==> config.mk <==
export PLATFORM = sky130hd
export DESIGN_NAME = approx_umul_ha_pipe_flat
export DESIGN_NICKNAME = d
export VERILOG_FILES = /design/src/rtl/approx_umul_ha_pipe_if.sv /design/src/rtl/approx_umul_ha_pipe.sv /design/src/flat_wrapper.sv
export SDC_FILE = /design/constraint.sdc
export NUM_CORES = 1
export LEC_CHECK = 0
export BUFFER_PORTS_ARGS = -buffer_cell sky130_fd_sc_hd__buf_2
export CAP_MARGIN = 0
export CORE_MARGIN = 2
export CORE_UTILIZATION = 25
export CTS_CLUSTER_SIZE = 10
export DETAILED_ROUTE_END_ITERATION = 10
export GPL_ROUTABILITY_DRIVEN = 0
export PLACE_DENSITY = 0.37
export SYNTH_ARGS = -nofsm -noshare
export SYNTH_HDL_FRONTEND = slang
export SYNTH_SLANG_ARGS = --single-unit
==> constraint.sdc <==
create_clock -name clk -period 4.08 [get_ports clk]
set_input_delay 0.816 -clock clk [delete_from_list [all_inputs] [get_ports clk]]
set_output_delay 0.816 -clock clk [all_outputs]
set_load 0.01 [all_outputs]
==> src/rtl/approx_umul_ha_pipe_if.sv <==
// Streaming operand/product bundle for approx_umul_ha_pipe.
//   master : producer/consumer side (drives operands and out_ready)
//   slave  : multiplier side (drives in_ready, product and its approx tag)
// Signals:
//   in_valid/in_ready          operand beat handshake
//   x, y                       unsigned operands, WIDTH bits
//   approx_en                  per-beat approximation request
//   out_valid/out_ready        product handshake
//   p                          2*WIDTH-bit product
//   p_approx                   approx_en that travelled with p
interface approx_umul_ha_pipe_if #(
  parameter int WIDTH = 8
) ();
  logic                   in_valid;
  logic                   in_ready;
  logic [WIDTH-1:0]       x;
  logic [WIDTH-1:0]       y;
  logic                   approx_en;
  logic                   out_valid;
  logic                   out_ready;
  logic [2*WIDTH-1:0]     p;
  logic                   p_approx;

  modport master (
    output in_valid, x, y, approx_en, out_ready,
    input  in_ready, out_valid, p, p_approx
  );

  modport slave (
    input  in_valid, x, y, approx_en, out_ready,
    output in_ready, out_valid, p, p_approx
  );
endinterface

==> src/rtl/approx_umul_ha_pipe.sv <==
// Pipelined unsigned WIDTHxWIDTH multiplier built from half-adder pair-row arrays.
// Rows x[2k] and x[2k+1] of the partial-product matrix share one HA array; array 0
// can drop its low columns (eliminated, then OR-only) when approx_en is set.
// Three register stages: arrays -> two reduced vectors -> final sum.
// Ports:
//   clk, rst_n   clock (rising edge), asynchronous active-low reset
//   bus          slave side of the operand/product stream
//   cnt_clr      synchronous clear of approx_cnt (wins over an increment)
//   approx_cnt   saturating count of accepted beats with approx_en=1
module approx_umul_ha_pipe #(
  parameter int WIDTH     = 8,
  parameter int ELIM_COLS = 1,
  parameter int OR_COLS   = 1,
  parameter int CNT_W     = 16
) (
  input  logic                 clk,
  input  logic                 rst_n,
  approx_umul_ha_pipe_if.slave bus,
  input  logic                 cnt_clr,
  output logic [CNT_W-1:0]     approx_cnt
);
  localparam int PAIRS = WIDTH / 2;
  localparam int PW    = 2 * WIDTH;

  // Handshake. Each stage loads when it is empty or the stage after it moves,
  // so bubbles are squeezed out even while the output is stalled.
  logic stall, accept, en1, en2, en3;
  logic s1_valid, s2_valid, out_valid_reg;

  assign stall        = out_valid_reg && !bus.out_ready;
  assign bus.in_ready = !stall;
  assign accept       = bus.in_valid && bus.in_ready;
  assign en3          = !out_valid_reg || bus.out_ready;
  assign en2          = !s2_valid || en3;
  assign en1          = !s1_valid || en2;

  // Stage-1 combinational arrays. t_arr[k] bit c has weight 2^c,
  // b_arr[k] bit c (the carry of column c) has weight 2^(c+1).
  logic [WIDTH:0] t_arr [PAIRS];
  logic [WIDTH:0] b_arr [PAIRS];

  genvar gi, gc;
  generate
    for (gi = 0; gi < PAIRS; gi++) begin : g_pair
      logic [WIDTH:0] t_w;
      logic [WIDTH:0] b_w;
      for (gc = 0; gc <= WIDTH; gc++) begin : g_col
        if (gc == 0) begin : g_first
          assign t_w[gc] = bus.y[0] & bus.x[2*gi];
          assign b_w[gc] = 1'b0;
        end else if (gc == WIDTH) begin : g_last
          assign t_w[gc] = bus.y[WIDTH-1] & bus.x[2*gi+1];
          assign b_w[gc] = 1'b0;
        end else begin : g_mid
          logic a0, a1;
          assign a0 = bus.y[gc] & bus.x[2*gi];
          assign a1 = bus.y[gc-1] & bus.x[2*gi+1];
          if (gi == 0 && gc <= ELIM_COLS) begin : g_elim
            assign t_w[gc] = bus.approx_en ? 1'b0 : (a0 ^ a1);
            assign b_w[gc] = bus.approx_en ? 1'b0 : (a0 & a1);
          end else if (gi == 0 && gc <= ELIM_COLS + OR_COLS) begin : g_or
            // OR never exceeds the true column sum, so the result can only shrink.
            assign t_w[gc] = bus.approx_en ? (a0 | a1) : (a0 ^ a1);
            assign b_w[gc] = bus.approx_en ? 1'b0 : (a0 & a1);
          end else begin : g_exact
            assign t_w[gc] = a0 ^ a1;
            assign b_w[gc] = a0 & a1;
          end
        end
      end
      assign t_arr[gi] = t_w;
      assign b_arr[gi] = b_w;
    end
  endgenerate

  // Stage-1 registers.
  logic           s1_approx;
  logic [WIDTH:0] s1_t [PAIRS];
  logic [WIDTH:0] s1_b [PAIRS];

  // Stage-2 reduction: all sum words into one vector, all carry words into another.
  logic [PW-1:0] sum_t, sum_b;
  always_comb begin
    sum_t = '0;
    sum_b = '0;
    for (int k = 0; k < PAIRS; k++) begin
      sum_t = sum_t + (PW'(s1_t[k]) << (2 * k));
      sum_b = sum_b + (PW'(s1_b[k]) << (2 * k + 1));
    end
  end

  logic          s2_approx;
  logic [PW-1:0] s2_sum, s2_carry;
  logic [PW-1:0] p_reg;
  logic          p_approx_reg;
  logic [CNT_W-1:0] cnt_reg;

  always_ff @(posedge clk or negedge rst_n) begin
    if (!rst_n) begin
      s1_valid      <= 1'b0;
      s1_approx     <= 1'b0;
      for (int k = 0; k < PAIRS; k++) begin
        s1_t[k] <= '0;
        s1_b[k] <= '0;
      end
      s2_valid      <= 1'b0;
      s2_approx     <= 1'b0;
      s2_sum        <= '0;
      s2_carry      <= '0;
      out_valid_reg <= 1'b0;
      p_reg         <= '0;
      p_approx_reg  <= 1'b0;
      cnt_reg       <= '0;
    end else begin
      if (en1) begin
        s1_valid <= accept;
        if (accept) begin
          s1_approx <= bus.approx_en;
          for (int k = 0; k < PAIRS; k++) begin
            s1_t[k] <= t_arr[k];
            s1_b[k] <= b_arr[k];
          end
        end
      end
      if (en2) begin
        s2_valid <= s1_valid;
        if (s1_valid) begin
          s2_approx <= s1_approx;
          s2_sum    <= sum_t;
          s2_carry  <= sum_b;
        end
      end
      // p only changes when a new product lands, so it is steady across stalls.
      if (en3) begin
        out_valid_reg <= s2_valid;
        if (s2_valid) begin
          p_reg        <= s2_sum + s2_carry;
          p_approx_reg <= s2_approx;
        end
      end
      if (cnt_clr) begin
        cnt_reg <= '0;
      end else if (accept && bus.approx_en && (cnt_reg != {CNT_W{1'b1}})) begin
        cnt_reg <= cnt_reg + 1'b1;
      end
    end
  end

  assign bus.out_valid = out_valid_reg;
  assign bus.p         = p_reg;
  assign bus.p_approx  = p_approx_reg;
  assign approx_cnt    = cnt_reg;
endmodule

==> src/flat_wrapper.sv <==
// flat-port wrapper written by rule: the top's interface ports become plain ports
module approx_umul_ha_pipe_flat 
#(
  parameter int WIDTH     = 8,
  parameter int ELIM_COLS = 1,
  parameter int OR_COLS   = 1,
  parameter int CNT_W     = 16
)
  (clk, rst_n, cnt_clr, approx_cnt, bus_in_valid, bus_x, bus_y, bus_approx_en, bus_out_ready, bus_in_ready, bus_out_valid, bus_p, bus_p_approx);
  approx_umul_ha_pipe_if #(.WIDTH(WIDTH)) bus_i ();
  input  logic clk;
  input  logic rst_n;
  input  logic cnt_clr;
  output logic [CNT_W-1:0] approx_cnt;
  input wire logic [$bits(bus_i.in_valid)-1:0] bus_in_valid;
  input wire logic [$bits(bus_i.x)-1:0] bus_x;
  input wire logic [$bits(bus_i.y)-1:0] bus_y;
  input wire logic [$bits(bus_i.approx_en)-1:0] bus_approx_en;
  input wire logic [$bits(bus_i.out_ready)-1:0] bus_out_ready;
  output wire logic [$bits(bus_i.in_ready)-1:0] bus_in_ready;
  output wire logic [$bits(bus_i.out_valid)-1:0] bus_out_valid;
  output wire logic [$bits(bus_i.p)-1:0] bus_p;
  output wire logic [$bits(bus_i.p_approx)-1:0] bus_p_approx;
  assign bus_i.in_valid = bus_in_valid;
  assign bus_i.x = bus_x;
  assign bus_i.y = bus_y;
  assign bus_i.approx_en = bus_approx_en;
  assign bus_i.out_ready = bus_out_ready;
  assign bus_in_ready = bus_i.in_ready;
  assign bus_out_valid = bus_i.out_valid;
  assign bus_p = bus_i.p;
  assign bus_p_approx = bus_i.p_approx;
  approx_umul_ha_pipe #(.WIDTH(WIDTH), .ELIM_COLS(ELIM_COLS), .OR_COLS(OR_COLS), .CNT_W(CNT_W)) u_core (.clk(clk), .rst_n(rst_n), .bus(bus_i), .cnt_clr(cnt_clr), .approx_cnt(approx_cnt));
endmodule
---- Word-level counts from Yosys, hierarchy flattened ----
Index checks and enable logic that the tools add are counted.
storage, ports and cells
  flip-flop bits (word level) ............. 134
  input bits .............................. 22
  output and inout port bits .............. 35
  logic and storage cells ................. 170
cells by class
  add/sub/neg operators ................... 8
  equality and inequality tests ........... 1
  multiplexer cells ....................... 6
  bitwise operators ....................... 121
  reduce and logical (&&, ||, !) cells .... 16
operators by type and width
  operator                                                          count
  1-bit bitwise AND                                                 92
  16-bit by 13-bit adder with 16-bit output                         2
  16-bit by 15-bit adder with 16-bit output                         2
  16-bit two-way mux                                                2
  1-bit XOR                                                         28
  9-bit by 11-bit adder with 12-bit output                          2
  16-bit by 1-bit adder with 16-bit output (second input constant)  1
  16-bit adder                                                      1
  16-bit != test (second input constant)                            1
  2-bit AND reduction                                               3
  1-bit logical NOT                                                 5
  1-bit logical AND                                                 4
  1-bit two-way mux                                                 4
  1-bit logical OR                                                  3
  2-bit nonzero test                                                1
  1-bit bitwise OR                                                  1

---- Depth between registers and ports, before layout ----
Gate-level depths: netlist of the first run.
  word-level depth ........................ 8
  gate-level depth with buffers ........... 19
  mapped depth without buffers ............ 18

---- Least setup slack after synthesis of the first run ----
No wires, ideal clock.
  path kind ............................... register -> register
  start ................................... register u_core.s1_t[18] (netlist name)
  end ..................................... register u_core.s2_sum[14]
  library setup time ...................... 136 ps
  data arrival time ....................... 3,484 ps
  required time ........................... 3,944 ps
  slack ................................... 459 ps
  cell stages (with the launch flop) ...... 18
  path buffers ............................ 1
  period minus slack after synthesis ...... 3,621 ps
  cell sequence ........................... dfrtp_1 > ha_1 > inv_1 > fa_1 > nor2b_1 > o21ai_0 > a21boi_0 > o21a_1 > o311a_1 > fa_1 > inv_1 > ha_1 > clkbuf_1 > a211o_1 > or3_1 > a31oi_1 > xor2_1 > o21ai_0
on the way
  cells in the longest elaborated chain, start to end .. 3
ends and longest elaborated chain
  item                                       RTL line                    source
  start: declaration                         approx_umul_ha_pipe.sv:78   logic [WIDTH:0] s1_t [PAIRS];
  start signal: indexed assignment           approx_umul_ha_pipe.sv:120  s1_t[k] <= t_arr[k];
  9-bit by 11-bit adder with 12-bit output   approx_umul_ha_pipe.sv:87   sum_t = sum_t + (PW'(s1_t[k]) << (2 * k));
  16-bit by 13-bit adder with 16-bit output  approx_umul_ha_pipe.sv:87
  16-bit by 15-bit adder with 16-bit output  approx_umul_ha_pipe.sv:87
  end signal: assignment                     approx_umul_ha_pipe.sv:129  s2_sum <= sum_t;
  end: declaration                           approx_umul_ha_pipe.sv:93   logic [PW-1:0] s2_sum, s2_carry;
No other way between the ends.
A chain may end at the register's enable or synchronous reset.

---- Final worst setup path of the first run ----
  start ................................... register u_core.s1_t[29] (netlist name)
  end ..................................... register u_core.s2_sum[11]
The elaborated chain is that of the path after synthesis.

==> metrics.csv, run 1 <==
metric,value,unit
outcome,finished clean,
critical path peak fanout,3,
Setup Buffers After CTS,0,
multi-input combinational cell area,4370,sq um
Pleak,4.52,nW
fmax,266,MHz
CTS tree,done,
Yosys cell types,54,
vias in the first global route,5751,
Final Cycle Share,0.921,
min Tclk post-route,3760,ps
Cell Pwr Density,564,nW/um^2
pin count of the biggest net entering global routing,81,
clk sinks,132,
WP data required,4380,ps
Core ar.,31500,sq um
max_cap viols,0,
nets,965,
Largest regs,"u_core.s1_t: 36 flops, u_core.s1_b: 28 flops",
Arrival @ worst endpoint,4060,ps
"delay-heaviest family, CP",compound AO/OA/AOI/OAI gates,
DR DRC count,0,
Max-slew headroom,0.422,
P&R area growth vs syn,17.1,%
WP buf/inv,2,
die area,33300,sq um
Total Wirelength,20500,microns
TritonCTS buffer count,17,
clock buffer depth,2,
initial antenna violation count,0,
top post-synthesis cells by area,"dfrtp_1, ha_1, mux2_2, o21ai_0, and2_1",
kind of critical path,reg -> reg,
Post-DP Area,8740,sq um
endpoints failing hold,0,
Worst-Skew Late Latency,430,ps
"Top FF cell, synth",dfrtp_1,
Final Skew,16.4,ps
Storage cell area,3300,sq um
slowest CP cell,fa_1,
Die Wd,183,microns
post-synthesis cell area,7970,sq um
Post-synth top cells,"dfrtp_1, nand2_1, o21ai_0",
First DRT Iteration DRCs,236,
Via Count,5566,
Root Driver,clkbuf_16,
Fillers,3303,
Avg Vias per Cell,4.40,
hold buffer count at CTS,0,
"Seq/Total Area, Yosys",0.414,
final setup violating endpoints,0,
Yosys reg bits,132,
reg2reg setup slack,320,ps
synth warn,0,
Ports,57,
"Slew Viols, Final",0,
GRT Resource Usage Total,0.130,
GR Overflow Total,0,
effective utilization at floorplan,0.253,
# diodes,0,
mean post-synth cell area,10.1,sq um
ys async rst share,1.00,
setup TNS,0,ps
min-delay worst type,in -> async,
"CTS clk-pin slew, worst paths",70,ps
Synth top area share,0.414,
post-route cell area,9340,sq um
Post-synth EDFFs,0,
port bufs,56,
layout cell share with drive strength beyond 1,0.178,
biggest area consumer among synthesized cells,dfrtp_1,
DR WL/cell,16.2,microns
RSZ-0062 raised after global routing,no,
HPWL after DPL,15100,microns
H-Tree Level Count,4,
CP Cell Sequence,"ha_1, inv_1, fa_1, nor2b_1, o21ai_0, a21boi_1, o21a_1, nor2_1, xor2_1, fa_1, inv_1, ha_1, o21a_1, o21ai_0, nand2b_1, a211oi_1, o31ai_1",
global-route wire length before repair,33300,microns
syn_nets,907,
Slew @ Worst Pin,865,ps
Critical Path Start Type,flop,
max reg flops,36,
most common cell in the netlist,dfrtp_1,
"slowest stage delay, CP",490,ps
Syn Inst Count,793,
VDD IR max,297,uV
crit end category,flop,
post-CTS sizing,0,
first-pass iteration count of the detailed router,4,
FP Rows,65,
Biggest register,u_core.s1_t,
Die Y,183,microns
Routed Antenna Nets,0,
==> routing by layer <==
layer | wire (microns) | vias to the layer above | global-route usage
li1 | - | 2837 | -
met1 | 10000 | 2671 | 0.170
met2 | 9850 | 46 | 0.219
met3 | 385 | 12 | 0.0245
met4 | 216 | 0 | 0.0339
met5 | 0 | - | 0
==> placed cells by master (no fill, tap or decap), drive strengths merged, types with 25 or more instances in the layout <==
master / synthesis / routed
xor2: 25 / 25
mux2: 50 / 50
buf: 9 / 62
inv: 58 / 68
o21ai: 79 / 79
ha: 77 / 77
nand2: 86 / 86
and2: 55 / 55
dfrtp: 132 / 132
nor2: 36 / 36
==> worst register-to-register path, cell delays in order, from the launching register on <==
cell	delay, ps
dfrtp_1	350
ha_1	170
inv_1	60
fa_1	390
nor2b_1	120
o21ai_0	110
a21boi_1	170
o21a_1	170
nor2_1	60
xor2_1	150
fa_1	490
inv_1	50
ha_1	310
o21a_1	130
o21ai_0	310
nand2b_1	130
a211oi_1	370
o31ai_1	100
==> path summary, 6_finish.rpt <==
kind | from | endpoint | cells after the start
worst min register to register | u_core.s1_valid$_DFFE_PN0N_ | u_core.s2_valid$_DFFE_PN0P_ | 2
worst max register to register | u_core.s1_t[29]$_DFFE_PN0P_ | u_core.s2_sum[11]$_DFFE_PN0P_ | 17
worst min-delay path | rst_n | u_core.bus.p[11]$_DFFE_PN0P_ | 1
worst max-delay path | u_core.s1_t[29]$_DFFE_PN0P_ | u_core.s2_sum[11]$_DFFE_PN0P_ | 17
max in group asynchronous | rst_n | u_core.s1_b[12]$_DFFE_PN0P_ | 2
min in group clk | u_core.s1_valid$_DFFE_PN0N_ | u_core.s2_valid$_DFFE_PN0P_ | 2
==> layout make-up <==
type                    count  share of cell area
inverters                  58              0.0233
clock buffers              17              0.0456
flip-flops and latches    132               0.354
clock inverters            15              0.0168
multi-input cells         580               0.469
well taps                 402              0.0539
repair buffers             62              0.0382
==> per-stage QoR <==
stage               hold slack, ps   util  instances  total power, mW  worst slack, ps
floorplan                      436      -        793             3.16              459
detailed placement             460  0.278       1234             3.79              287
global route                   468  0.297       1266             5.73             39.2
finish                         414  0.297       1266             5.27              321
CTS                            448  0.296       1266             5.37              258
global placement               459  0.278       1234             3.81              299
==> where the power goes <==
part / switching (mW) / internal, mW / total, mW / leakage, nW
clock network: 0.709 / 0.819 / 1.53 / 0.286
registers: 0.160 / 1.58 / 1.74 / 1.72
logic: 1.12 / 0.869 / 1.99 / 2.51
total: 1.99 / 3.27 / 5.27 / 4.52
==> cells by family (layout without fill, tap and decap cells) <==
logic type | after synthesis | in the layout | share of synthesized area
flops | 132 | 132 | 0.414
xor+xnor | 42 | 42 | 0.0461
buf+inv | 81 | 152 | 0.0392
compound gates | 150 | 150 | 0.114
simple gates | 244 | 244 | 0.155
mux | 52 | 52 | 0.0731
fa+ha+maj | 92 | 92 | 0.158
No activity file was read; power rests on OpenSTA's default activity.
==> run 2: changes to the inputs <==
--- a/config.mk
+++ b/config.mk
@@ -9,6 +9,7 @@
 export CAP_MARGIN = 0
 export CORE_MARGIN = 2
 export CORE_UTILIZATION = 25
+export CTS_BUF_LIST = sky130_fd_sc_hd__clkbuf_8
 export CTS_CLUSTER_SIZE = 10
 export DETAILED_ROUTE_END_ITERATION = 10
 export GPL_ROUTABILITY_DRIVEN = 0
==> metrics.csv, run 2 (synthesized netlist as in run 1, its figures left out) <==
metric,value,unit
Fillers,3323,
Critical path origin,u_core.s1_t[29]$_DFFE_PN0P_,
total chip power,4.85,mW
Arrival @ worst endpoint,4070,ps
vias in the first global route,5766,
Via Count,5574,
Root Driver,clkbuf_8,
critical path peak fanout,4,
RSZ-0062 raised after global routing,no,
Pleak,4.44,nW
P&R area growth vs syn,14.7,%
Final Cycle Share,0.918,
"most common cell after layout, fill and taps aside",dfrtp_1,
global-route wire length before repair,33200,microns
nets,965,
endpoints failing hold,0,
Avg Vias per Cell,4.40,
FP Rows,65,
GRT Resource Usage Total,0.129,
fmax,267,MHz
max_cap viols,0,
Slew @ Worst Pin,864,ps
DR WL/cell,16.1,microns
pre-CTS setup slack,287,ps
min Tclk post-route,3750,ps
Critical R2R Launch,u_core.s1_t[29]$_DFFE_PN0P_,
Biggest register,u_core.s1_t,
first-pass iteration count of the detailed router,4,
final setup violating endpoints,0,
min-delay worst type,in -> async,
layout cell share with drive strength beyond 1,0.178,
TritonCTS buffer count,17,
HPWL after DPL,15100,microns
kind of critical path,reg -> reg,
outcome,finished clean,
port bufs,56,
setup TNS,0,ps
Core ar.,31500,sq um
effective utilization at floorplan,0.253,
Cell Pwr Density,530,nW/um^2
pin count of the biggest net entering global routing,81,
Routed Antenna Nets,0,
GR Overflow Total,0,
Die Y,183,microns
Largest regs,"u_core.s1_t: 36 flops, u_core.s1_b: 28 flops",
initial antenna violation count,0,
CTS tree,done,
max reg flops,36,
crit end category,flop,
Die Wd,183,microns
Total Wirelength,20400,microns
H-Tree Level Count,4,
Final Worst Setup Slack,334,ps
VDD IR max,182,uV
Final Skew,25.1,ps
Critical Path Start Type,flop,
"CTS clk-pin slew, worst paths",100,ps
die area,33300,sq um
First DRT Iteration DRCs,226,
Max-slew headroom,0.423,
"commonest cells after routing, fill and taps aside","dfrtp_1, nand2_1, o21ai_0, ha_1, inv_1",
# diodes,0,
Worst-Skew Late Latency,460,ps
DR DRC count,0,
clk sinks,132,
clock buffer depth,2,
WP data required,4400,ps
"Slew Viols, Final",0,
Ports,57,
==> run 2: stage by stage <==
step | std cells | utilization | hold WS (ps) | cell area, sq um
2_1_floorplan | 793 | - | 436 | 7970
3_3_place_gp | 1234 | 0.278 | 459 | 8740
3_5_place_dp | 1234 | 0.278 | 460 | 8740
4_1_cts | 1266 | 0.290 | 400 | 9130
5_1_grt | 1266 | 0.291 | 414 | 9150
6_report | 1266 | 0.291 | 376 | 9150
==> run 2: what timing repair did <==
action,4_1_cts,5_1_grt
buffers inserted,0,0
hold buffers,0,0
gates resized for setup,0,4
setup endpoints to repair,0,3
==> run 2: path summary, 6_finish.rpt <==
check                                                     end  slack (ps)  cells after the start
worst min register to register   u_core.bus.p[15]$_DFFE_PN0P_         480                      2
worst max register to register  u_core.s2_sum[14]$_DFFE_PN0P_         330                     17
worst min-delay path             u_core.bus.p[11]$_DFFE_PN0P_         380                      1
worst max-delay path            u_core.s2_sum[14]$_DFFE_PN0P_         330                     17
max in group asynchronous         u_core.s1_b[12]$_DFFE_PN0P_        2910                      2
min in group clk                 u_core.bus.p[15]$_DFFE_PN0P_         480                      2
==> run 2: critical path, cell delays in order, from the launching register on <==
cell,delay (ps)
dfrtp_1,390
ha_1,200
inv_1,70
fa_1,200
nor2b_1,50
o21ai_0,210
a21boi_1,100
o21a_1,200
o311a_1,370
fa_1,490
inv_1,40
ha_2,300
o21a_1,230
o21a_1,180
o21a_1,160
a31oi_1,180
xor2_1,150
o21ai_0,80
==> run 2: power by group <==
part | switching [mW] | internal [mW] | total, mW | leakage, nW
clock network | 0.653 | 0.462 | 1.11 | 0.199
registers | 0.160 | 1.58 | 1.74 | 1.72
logic | 1.12 | 0.869 | 1.99 | 2.51
total | 1.93 | 2.91 | 4.85 | 4.44
==> run 2: per-layer routing <==
metal  GRT usage  share of wire
met5           0              0
met1       0.170           0.49
met2       0.220           0.49
met4      0.0271         0.0080
met3      0.0239          0.020
==> run 2: layout make-up <==
cell class	instances	area (sq um)	share of cell area
repair buffers	62	357	0.0390
inverters	58	218	0.0238
well taps	402	503	0.0550
multi-input cells	580	4370	0.478
flip-flops and latches	132	3300	0.361
clock buffers	17	234	0.0256
clock inverters	15	156	0.0171
